==> config.mk <==
export PLATFORM = sky130hd
export DESIGN_NAME = ofuf_monitor
export DESIGN_NICKNAME = d
export VERILOG_FILES = /design/src/rtl/ofuf_pkg.sv /design/src/rtl/ofuf_chan.sv /design/src/rtl/ofuf_monitor.sv
export SDC_FILE = /design/constraint.sdc
export NUM_CORES = 1
export LEC_CHECK = 0
export ABC_AREA = 0
export ABC_CLOCK_PERIOD_IN_PS = 2600
export BUFFER_PORTS_ARGS = -buffer_cell sky130_fd_sc_hd__buf_2
export CORE_ASPECT_RATIO = 1.1
export CORE_MARGIN = 2
export CORE_UTILIZATION = 45
export DETAILED_ROUTE_END_ITERATION = 10
export PLACE_DENSITY = 0.71
export SYNTH_ARGS = -nofsm -noshare
export SYNTH_HDL_FRONTEND = slang
export SYNTH_SLANG_ARGS = --single-unit
==> constraint.sdc <==
create_clock -name clk -period 2.6 [get_ports clk]
set_clock_uncertainty 0.15 [all_clocks]
set_input_delay 0.26 -clock clk [delete_from_list [all_inputs] [get_ports clk]]
set_output_delay 0.26 -clock clk [all_outputs]
set_load 0.01 [all_outputs]
==> src/rtl/ofuf_pkg.sv <==
// Shared constants for the timer wrap monitor: direction encoding, default widths
// and the bit positions used when the flags are packed into a status register.
package ofuf_pkg;

   localparam logic OFUF_UP = 1'b1;
   localparam logic OFUF_DN = 1'b0;

   localparam int OFUF_CNT_W = 8;
   localparam int OFUF_EVT_W = 4;

   localparam int OFUF_IDX_OF = 0;
   localparam int OFUF_IDX_UF = 1;

endpackage : ofuf_pkg

==> src/rtl/ofuf_chan.sv <==
// One event channel: registered pulse, sticky flag and saturating counter.
// All outputs update on the edge that samples evt; no flow control, always accepts.
module ofuf_chan
   import ofuf_pkg::*;
#(
   parameter int EVT_W = OFUF_EVT_W
) (
   input  logic             clk,
   input  logic             rst,
   input  logic             evt,
   input  logic             clr,
   output logic             pls,
   output logic             flag,
   output logic [EVT_W-1:0] evt_cnt
);

   localparam logic [EVT_W-1:0] CNT_SAT = '1;

   logic             pls_q, pls_d;
   logic             flag_q, flag_d;
   logic [EVT_W-1:0] cnt_q, cnt_d;

   always_comb begin
      pls_d  = evt;
      // A coincident event beats the clear so no wrap is ever silently lost.
      flag_d = evt | (flag_q & ~clr);
      cnt_d  = cnt_q;
      if (clr) begin
         cnt_d = evt ? {{(EVT_W-1){1'b0}}, 1'b1} : '0;
      end else if (evt && (cnt_q != CNT_SAT)) begin
         cnt_d = cnt_q + 1'b1;
      end
   end

   always_ff @(posedge clk) begin
      if (rst) begin
         pls_q  <= 1'b0;
         flag_q <= 1'b0;
         cnt_q  <= '0;
      end else begin
         pls_q  <= pls_d;
         flag_q <= flag_d;
         cnt_q  <= cnt_d;
      end
   end

   assign pls     = pls_q;
   assign flag    = flag_q;
   assign evt_cnt = cnt_q;

endmodule : ofuf_chan

==> src/rtl/ofuf_monitor.sv <==
// Timer wrap monitor: detects MAX->0 (up) and 0->MAX (down) between qualified samples, one-cycle latency.
// OFUF_MONITOR_IRQ_EN adds of_ie/uf_ie and a registered level irq; no backpressure.
module ofuf_monitor
   import ofuf_pkg::*;
#(
   parameter int CNT_W = OFUF_CNT_W,
   parameter int EVT_W = OFUF_EVT_W
) (
   input  logic             clk,
   input  logic             rst,
   input  logic [CNT_W-1:0] cnt,
   input  logic             cnt_vld,
   input  logic             up_dn,
   input  logic             cnt_ld,
   input  logic             clr_of,
   input  logic             clr_uf,
   output logic             of,
   output logic             uf,
   output logic             of_pls,
   output logic             uf_pls,
   output logic [EVT_W-1:0] of_cnt,
`ifdef OFUF_MONITOR_IRQ_EN
   input  logic             of_ie,
   input  logic             uf_ie,
   output logic             irq,
`endif
   output logic [EVT_W-1:0] uf_cnt
);

   localparam logic [CNT_W-1:0] CNT_MAX = '1;

   logic [CNT_W-1:0] prev_q, prev_d;
   logic             prev_vld_q, prev_vld_d;
   logic             step_ok;
   logic             of_evt, uf_evt;

   // A load or the first sample after reset only establishes the baseline.
   assign step_ok = cnt_vld & prev_vld_q & ~cnt_ld;
   assign of_evt  = step_ok & (up_dn == OFUF_UP) & (prev_q == CNT_MAX) & (cnt == '0);
   assign uf_evt  = step_ok & (up_dn == OFUF_DN) & (prev_q == '0) & (cnt == CNT_MAX);

   always_comb begin
      prev_d     = prev_q;
      prev_vld_d = prev_vld_q;
      if (cnt_vld) begin
         prev_d     = cnt;
         prev_vld_d = 1'b1;
      end
   end

   always_ff @(posedge clk) begin
      if (rst) begin
         prev_q     <= '0;
         prev_vld_q <= 1'b0;
      end else begin
         prev_q     <= prev_d;
         prev_vld_q <= prev_vld_d;
      end
   end

   ofuf_chan #(.EVT_W(EVT_W)) u_of_chan (
      .clk     (clk),
      .rst     (rst),
      .evt     (of_evt),
      .clr     (clr_of),
      .pls     (of_pls),
      .flag    (of),
      .evt_cnt (of_cnt)
   );

   ofuf_chan #(.EVT_W(EVT_W)) u_uf_chan (
      .clk     (clk),
      .rst     (rst),
      .evt     (uf_evt),
      .clr     (clr_uf),
      .pls     (uf_pls),
      .flag    (uf),
      .evt_cnt (uf_cnt)
   );

`ifdef OFUF_MONITOR_IRQ_EN
   logic irq_q, irq_d;

   // Built from the registered flags, so irq trails a flag or enable change by one cycle.
   assign irq_d = (of & of_ie) | (uf & uf_ie);

   always_ff @(posedge clk) begin
      if (rst) begin
         irq_q <= 1'b0;
      end else begin
         irq_q <= irq_d;
      end
   end

   assign irq = irq_q;
`endif

endmodule : ofuf_monitor
Word level (Yosys, flattened, before mapping)
Index checks and enable logic that the tools add are counted.
Word-level totals
  bits in registers: 21
  input port bits: 15
  output and inout bits: 12
  logic and storage cells: 42
Operators by class
  $add $sub $neg: 2
  equal/unequal tests: 4
  multiplexer cells: 6
  bitwise gates (word level): 16
  reductions and logical operators: 6
Operators by type and width (count)
  8-bit equality test, second input constant: 2
  8-bit zero test: 2
  4-bit 2-to-1 mux: 4
  1-bit bitwise AND: 10
  4-bit by 1-bit adder with 4-bit output, second input constant: 2
  4-bit != test, second input constant: 2
  1-bit inverter: 4
  2-bit nonzero test: 2
  1-bit logical AND: 2
  1-bit 2-to-1 mux: 2
  1-bit OR: 2

Longest topological paths before layout
Gate-level depths: netlist of the first run.
  depth in word-level cells: 8
  gate-level depth with buffers: 5
  depth with buffers taken out: 5

Cells and area by module
A second synthesis of the first run with hierarchy kept.
Unflattened totals
  cells, all modules: 102
  area, all modules: 958.4 um^2
By module, submodules not included
  ofuf_chan: instances 2, cells each 29, area an instance 256.5 um^2, sequential area each 120.1 um^2
  ofuf_monitor: instances 1, cells each 44, area an instance 445.4 um^2, sequential area each 180.2 um^2

Least setup slack after synthesis of the first run
OpenSTA, ideal clock, no wires.
  path type: register -> register
  start point: register prev_q[0]
  end point: register u_uf_chan.cnt_q[3] (netlist: u_uf_chan.evt_cnt[3])
  library setup time: 70 ps
  arrival: 1676 ps
  data required time: 2380 ps
  slack: 704 ps
  cell stages (with the launch flop): 5
  path buffers: 0
  clock period less this slack: 1896 ps
  path through: dfxtp_1 or3b_1 or4_4 or4_1 a21boi_1
Between the ends
  longest elaborated chain between the ends: 5
Ends and longest elaborated chain
  from (decl): line ofuf_monitor.sv:32  | logic [CNT_W-1:0] prev_q, prev_d;
  from (signal assigned): line ofuf_monitor.sv:56  | prev_q <= prev_d;
  8-bit zero test: line ofuf_monitor.sv:40  | assign uf_evt = step_ok & (up_dn == OFUF_DN) & (prev_q == '0) & (cnt == CNT_MAX);
  1-bit bitwise AND (2 in series): line ofuf_monitor.sv:40
  1-bit logical AND: line ofuf_chan.sv:30  | end else if (evt && (cnt_q != CNT_SAT)) begin
  2-bit nonzero test (no line)
  to (signal assigned): line ofuf_chan.sv:43  | cnt_q <= cnt_d;
  to (decl): line ofuf_chan.sv:21  | logic [EVT_W-1:0] cnt_q, cnt_d;
Every way passes these cells.
A chain may end at the register's enable or synchronous reset.

Worst setup path in the final report of the first run
  start point: register prev_q[0]
  end point: register u_uf_chan.cnt_q[0] (netlist: u_uf_chan.evt_cnt[0])
Between the ends
  longest elaborated chain between the ends: 5
  elaborated cells on any way between the ends: 7
  classes of those cells: 2 x mux; 2 x bitwise; 3 x reduce/logical
Ends and longest elaborated chain (line)
  8-bit zero test *: ofuf_monitor.sv:40
  1-bit bitwise AND * (2 in series): ofuf_monitor.sv:40
  1-bit 2-to-1 mux or 1-bit logical AND (tied branches): ofuf_chan.sv:29, ofuf_chan.sv:30
  4-bit 2-to-1 mux or 2-bit nonzero test (tied branches)
Mark *: on every way between the ends. The rest lies on a longest branch, timed or not.

==> results of run 1 <==
[logic make-up after synthesis]
family | after synthesis | synth area share, %
and+or+nand+nor | 58 | 34.5
DFF | 21 | 41.0
AOI/OAI and AO/OA | 11 | 8.05
muxes | 11 | 10.7
buffers and inverters | 7 | 3.29
adders and majority gates | 2 | 2.44
[Yosys cell counts (all sizes together), types with 2 or more instances]
cell type	instances
nor4bb	3
a21oi	2
inv	5
a21boi	2
o41ai	3
nand3	4
nor4b	3
nand3b	3
nand2	9
or3	4
or4	5
dfxtp	21
ha	2
nand4b	2
nor2	17
mux2i	11
[final cells by class]
cell class | count | share of cell area [%]
clock buffers | 3 | 1.87
clock inverters | 1 | 0.415
inverters | 5 | 1.56
multi-input cells | 82 | 47.4
flip-flops and latches | 21 | 34.9
well taps | 30 | 3.11
repair buffers | 26 | 10.8
[flip-flops by register name (all words and copies together), names as in the netlist]
| register | cells |
|---|---|
| u_uf_chan.pls | 1 |
| u_of_chan.pls | 1 |
| u_uf_chan.evt_cnt | 4 |
| prev_vld_q | 1 |
| u_uf_chan.flag | 1 |
| u_of_chan.flag | 1 |
| prev_q | 8 |
| u_of_chan.evt_cnt | 4 |
[through the flow]
step | hold slack (ns) | util, % | instance area, µm² | worst slack, ns | power, W
2_1_floorplan | 0.179 | - | 1030 | 0.704 | 0.000377
3_3_place_gp | 0.280 | 53.4 | 1180 | 0.559 | 0.000397
3_5_place_dp | 0.289 | 53.4 | 1180 | 0.527 | 0.000398
4_1_cts | 0.0196 | 54.6 | 1210 | 0.594 | 0.000556
5_1_grt | 0.0371 | 54.6 | 1210 | 0.473 | 0.000584
6_report | 0.0274 | 54.6 | 1210 | 0.592 | 0.000551
[routing by layer]
| metal | share of wire (%) | routed length, µm | track usage [%] | vias to the layer above |
|---|---|---|---|---|
| li1 | - | - | - | 467 |
| met1 | 44 | 896 | 18.1 | 416 |
| met2 | 51 | 1040 | 33.1 | 18 |
| met3 | 3.4 | 69 | 3.33 | 4 |
| met4 | 1.3 | 26 | 5.56 | 0 |
| met5 | 0 | 0 | 0 | - |
[worst max path at each step]
stage	endpoint	slack, ns
after floorplan	u_uf_chan.evt_cnt[3]$_SDFFE_PP0P_	0.70
after CTS	u_uf_chan.evt_cnt[0]$_SDFFE_PP0P_	0.59
after detailed placement	u_of_chan.evt_cnt[2]$_SDFFE_PP0P_	0.53
final	u_uf_chan.evt_cnt[0]$_SDFFE_PP0P_	0.59
after global placement	u_of_chan.evt_cnt[2]$_SDFFE_PP0P_	0.56
after global routing	u_uf_chan.evt_cnt[0]$_SDFFE_PP0P_	0.47
[power groups by stage]
stage / clock network (W) / logic [W] / registers (W)
2_1_floorplan: 0 / 0.0000332 / 0.000343
3_3_place_gp: 0 / 0.0000519 / 0.000345
3_5_place_dp: 0 / 0.0000528 / 0.000345
4_1_cts: 0.000165 / 0.0000529 / 0.000338
5_1_grt: 0.000186 / 0.0000577 / 0.000340
6_report: 0.000160 / 0.0000523 / 0.000338
==> summary.md, run 1 <==
| Metric | Value |
|---|---|
| Flop pwr share | `61.4%` |
| Hold-fix buffers, CTS | `0` |
| Critical Path Start Type | `flop` |
| Crit path DAT | `2.07 ns` |
| Pwr/cell area | `456 mW/mm²` |
| Buf+Inv Stages, Crit Path | `0` |
| Final Max Tran Viols | `0` |
| Max_slew headroom | `72.4%` |
| Post-Layout Cell Count | `168` |
| Port bufs | `26` |
| Lkg Pwr | `0.524 nW` |
| Routed WL | `2.03 mm` |
| Setup TNS | `0 ns` |
| Final period utilization | `77.2%` |
| Yosys warnings | `0` |
| Worst r2r path cells | `4` |
| Unrepaired setup endpoints after global routing | `no` |
| Placed Cells | `164` |
| GP Congestion | `0.730` |
| Worst-path clk slew | `0.12 ns` |
| Synth Register Bits | `21` |
| Syn Nets | `127` |
| CTS resizes | `0` |
| Worst Hold Launch | `clr_uf` |
| Crit path max-delay cell type | `or4_1` |
| Worst hold endpoint | `u_uf_chan.evt_cnt[0]$_SDFFE_PP0P_` |
| Type of the worst setup path | `reg2reg` |
| Share of layout cells above drive strength 1 | `24.6%` |
| Mapped Area | `0.00103 mm²` |
| Tmin final | `2.01 ns` |
| Post-route ant nets | `0` |
| Cell Rows | `18` |
| Nets | `156` |
| Worst Hold Depth | `2` |
| DP HPWL | `1.62 mm` |
| Leading cell type in the layout, fill and taps excluded | `buf_2` |
| Async set-reset flop share out of synthesis | `0%` |
| Total die area | `0.00268 mm²` |
| Reg2Reg Setup Slack | `0.59 ns` |
| Fmax | `498 MHz` |
| EDFF count, synth | `0` |
| Commonest cells after routing, fill and taps aside | `26 x buf_2, 21 x dfxtp_1, 17 x nor2_1` |
| WL/cell | `12.1 µm` |
| Required time worst endpoint | `2.66 ns` |
| CP top delay family | `simple AND/OR/NAND/NOR gates` |
| Logic pwr share | `9.5%` |
| Switch Pwr | `0.000137 W` |
| Clock power frac | `29.1%` |
| Vias in the first global route | `841` |
| Crit. End Element | `flop` |
| CORE AREA | `0.00221 mm²` |
| Mapped Avg Cell Area | `9.33 µm²` |
| H-tree depth | `1` |
| Post-synthesis sequential area ratio | `41.0%` |
| Post-CTS Setup Bufs | `0` |
| FF-to-FF Start | `prev_q[0]$_SDFFE_PP0P_` |
| Clock Sinks | `21` |
| Clk_lat worst skew | `0.31 ns` |
| Setup crit start | `prev_q[0]$_SDFFE_PP0P_` |
| HP Class | `in2reg` |
| Sequence of cells on the critical path | `or3b_1, or4_4, or4_1, o41ai_1` |
| Initial Util | `46.5%` |
| CTS Buf Count | `3` |
| Io pins | `27` |
| DRC errors left | `0` |
| Outcome | `finished, final reports clean` |
| CTS root buf | `clkbuf_4` |
| Post-synth top area cell | `dfxtp_1` |
| Longest Clk Path Bufs | `2` |
| Largest cells by area after synthesis | `dfxtp_1 41%, mux2i_1 11%, nor2_1 6.2%` |
| DIE WIDTH | `49.5 µm` |
| CTS tree | `done` |
| CP Max Fanout | `4` |
| Stages on worst setup path | `4` |
| Total global-route track usage | `16.8%` |
| Initial antenna violation count | `0` |
| Iteration-0 DRC Markers | `6` |
| Fill cells | `232` |
| Worst-Margin Slew | `0.409 ns` |
| First-pass GRT wire length | `3.50 mm` |
| Area delta synth->final | `17.6%` |
| Drt first pass iters | `2` |
| GRT overflow | `0` |
| Main synth FF type | `dfxtp_1` |
| Slowest stage delay, CP | `0.51 ns` |
| Multi-input gate area | `572 µm²` |
| R2r endpoint | `u_uf_chan.evt_cnt[0]$_SDFFE_PP0P_` |
| Switching Fraction | `24.9%` |
| Die outline height | `54.1 µm` |
| Register Area | `420 µm²` |
| Synth top area share | `41.0%` |
| Max VDD drop | `0.276 mV` |
| Vias | `905` |
| Synth unique cells | `33` |
| Vias per cell | `5.39` |
| Max-cap violations | `0` |
| Setup-failing EPs final | `0` |
| Fin. Hold Viols | `0` |
| Largest net degree at the start of global routing | `18` |
| N_diodes | `0` |
| P_int | `0.000413 W` |
| Cells after Synth | `110` |
Note: power is estimated with default switching activity, not from simulation.
==> run 2, diff against run 1 <==
--- a/config.mk
+++ b/config.mk
@@ -6,13 +6,13 @@
 export NUM_CORES = 1
 export LEC_CHECK = 0
 export ABC_AREA = 0
-export ABC_CLOCK_PERIOD_IN_PS = 2600
+export ABC_CLOCK_PERIOD_IN_PS = 1700
 export BUFFER_PORTS_ARGS = -buffer_cell sky130_fd_sc_hd__buf_2
 export CORE_ASPECT_RATIO = 1.1
 export CORE_MARGIN = 2
 export CORE_UTILIZATION = 45
 export DETAILED_ROUTE_END_ITERATION = 10
-export PLACE_DENSITY = 0.71
+export PLACE_DENSITY = 0.74
 export SYNTH_ARGS = -nofsm -noshare
 export SYNTH_HDL_FRONTEND = slang
 export SYNTH_SLANG_ARGS = --single-unit
==> constraint.sdc (replaced) <==
create_clock -name clk -period 1.7 [get_ports clk]
set_clock_uncertainty 0.15 [all_clocks]
set_input_delay 0.17 -clock clk [delete_from_list [all_inputs] [get_ports clk]]
set_output_delay 0.17 -clock clk [all_outputs]
set_load 0.01 [all_outputs]
==> run 2 against run 1 <==
Compared with the run above:
- the flow now finishes with violations (setup timing)
- non-clock buffer count up 24
- count of clock-buffer cells in the layout up 1
- fmax up 1.5%
- core utilization up 15 points
- cell count up 14%
- total power up 62%
- combinational power rose to 2.5 times the previous value
- global-route usage up 4.2 points
- die area unchanged
- sequential share of layout area down 7.0 points
- worst setup slack worse by 0.87 ns
- sequential power up 54%
- critical path type unchanged
==> summary.md, run 2 (same netlist as run 1, synthesis figures left out) <==
| Metric | Value |
|---|---|
| Outcome | `finished with violations` |
| Failing checks | `setup timing` |
| Share of layout cells above drive strength 1 | `45.7% (+21 points)` |
| Vias | `1031 (+14%)` |
| Crit. End Element | `flop` |
| Fill cells | `195 (-16%)` |
| CORE AREA | `0.00221 mm² (unchanged)` |
| Fin. Hold Viols | `0 (unchanged)` |
| Max-cap violations | `0 (unchanged)` |
| Clock Sinks | `21 (unchanged)` |
| Commonest cells after routing, fill and taps aside | `26 x buf_2, 16 x nor2_1, 16 x buf_4, 16 x dfxtp_1, 11 x mux2i_1` |
| Final Util | `69.5% (+15 points)` |
| Critical Path Start Type | `flop` |
| Initial antenna violation count | `0 (unchanged)` |
| Vias per cell | `5.37 (-0.32%)` |
| Setup-failing EPs final | `11 (+11)` |
| Leading cell type in the layout, fill and taps excluded | `buf_2` |
| Port bufs | `26 (unchanged)` |
| H-tree depth | `1 (unchanged)` |
| Total die area | `0.00268 mm² (unchanged)` |
| Longest Clk Path Bufs | `2 (unchanged)` |
| Max VDD drop | `0.407 mV (+47%)` |
| Type of the worst setup path | `reg2reg` |
| First-pass GRT wire length | `4.26 mm (+22%)` |
| DRC errors left | `0 (unchanged)` |
| Vias in the first global route | `960 (+14%)` |
| Final Max Tran Viols | `0 (unchanged)` |
| Routed WL | `2.63 mm (+29%)` |
| DIE WIDTH | `49.5 µm (unchanged)` |
| Unrepaired setup endpoints after global routing | `yes` |
| Tmin final | `1.98 ns (-0.0293 ns)` |
| Fmax | `506 MHz (+1.5%)` |
| Clk_lat worst skew | `0.30 ns (about the same)` |
| Total global-route track usage | `21.0% (+4.2 points)` |
| Final WS setup | `-0.278 ns (-0.871 ns)` |
| Worst-path clk slew | `0.12 ns (about the same)` |
| Min Hold Slack | `0.0327 ns (+0.00532 ns)` |
| CTS tree | `done` |
| Placed Cells | `177 (+7.9%)` |
| Iteration-0 DRC Markers | `12 (+6)` |
| N_diodes | `0 (unchanged)` |
| CTS Buf Count | `3 (unchanged)` |
| HP Class | `in2reg` |
| DP HPWL | `1.78 mm (+9.9%)` |
| Pwr/cell area | `580 mW/mm² (+27%)` |
| Post-Layout Cell Count | `192 (+14%)` |
| CTS root buf | `clkbuf_4` |
| Register Area | `427 µm² (+1.5%)` |
| Setup TNS | `-1.33 ns (-1.33 ns)` |
| CP Max Fanout | `3 (-1)` |
| Max_slew headroom | `68.6% (-3.8 points)` |
| Die outline height | `54.1 µm (unchanged)` |
| Most flop-heavy register | `prev_q` |
| Crit path DAT | `2.04 ns (-0.03 ns)` |
| Area delta synth->final | `49.5%` |
| Worst-Margin Slew | `0.465 ns (+0.0563 ns)` |
| Initial Util | `46.5% (unchanged)` |
| Largest net degree at the start of global routing | `18 (unchanged)` |
| Required time worst endpoint | `1.76 ns (-0.90 ns)` |
| Final period utilization | `116% (+39 points)` |
| Nets | `180 (+15%)` |
| Multi-input gate area | `688 µm² (+20%)` |
| GP Congestion | `0.776 (+6.2%)` |
| Lkg Pwr | `0.679 nW (+29%)` |
| Io pins | `27 (unchanged)` |
| Cell Rows | `18 (unchanged)` |
| WL/cell | `13.7 µm (+13%)` |
| Drt first pass iters | `4 (+2)` |
| Max FFs per register | `8 (unchanged)` |
| GRT overflow | `0 (unchanged)` |
| Post-route ant nets | `0 (unchanged)` |
run 2: cell types whose count changed in the layout (fill, tap and decap cells not counted), sizes merged:
cell / delta
buf: +21
dlygate4sd3: +3
clkinv: -1
clkbuf: +1
run 2: final timing paths:
kind / start / endpoint / slack (ns) / depth (start not counted)
hold / removal: cnt[5] / prev_q[5]$_SDFFE_PP0P_ / 0.03 / 3
setup / recovery: prev_q[0]$_SDFFE_PP0P_ / u_uf_chan.evt_cnt[0]$_SDFFE_PP0P_ / -0.28 / 4
hold reg to reg: u_of_chan.flag$_SDFF_PP0_ / u_of_chan.flag$_SDFF_PP0_ / 0.30 / 2
setup reg to reg: prev_q[0]$_SDFFE_PP0P_ / u_uf_chan.evt_cnt[0]$_SDFFE_PP0P_ / -0.28 / 4
run 2: cell type report:
type,instances,share of cell area [%]
inverter,5,1.22
multi-input combinational,82,44.9
sequential,21,27.8
timing repair buffer,50,21.9
tap,30,2.45
clock buffer,4,1.71
run 2: metal layers:
| metal | global-route usage (%) | part of all wire, % |
|---|---|---|
| met5 | 0 | 0 |
| met4 | 5.56 | 2.3 |
| met2 | 42.2 | 54 |
| met1 | 22.7 | 40 |
| met3 | 3.61 | 3.8 |
run 2: repair_timing:
| action | 4_1_cts | 5_1_grt |
|---|---|---|
| buffers inserted | 6 | 2 |
| hold endpoints to repair | 3 | 0 |
| hold buffers | 3 | 0 |
| resized for setup | 24 | 6 |
| pin swaps | 7 | 8 |
| setup endpoints to repair | 12 | 12 |
run 2: worst max-delay path, stage by stage, from the launching register on:
cell and delay (ns):
dfxtp_2 0.34, or3b_1 0.37, or4_4 0.44, or4_4 0.52, o41ai_2 0.06
run 2: power breakdown:
group | switching [W] | internal [W]
logic | 0.0000574 | 0.0000749
clock network | 0.000147 | 0.0000915
registers | 0.0000130 | 0.000506
run 2: through the flow:
step | area, µm² | setup slack [ns] | power (W)
2_1_floorplan | 1030 | -0.191 | 0.000578
3_3_place_gp | 1280 | -0.199 | 0.000627
3_5_place_dp | 1280 | -0.243 | 0.000630
4_1_cts | 1490 | -0.291 | 0.000887
5_1_grt | 1530 | -0.327 | 0.000924
6_report | 1530 | -0.278 | 0.000890
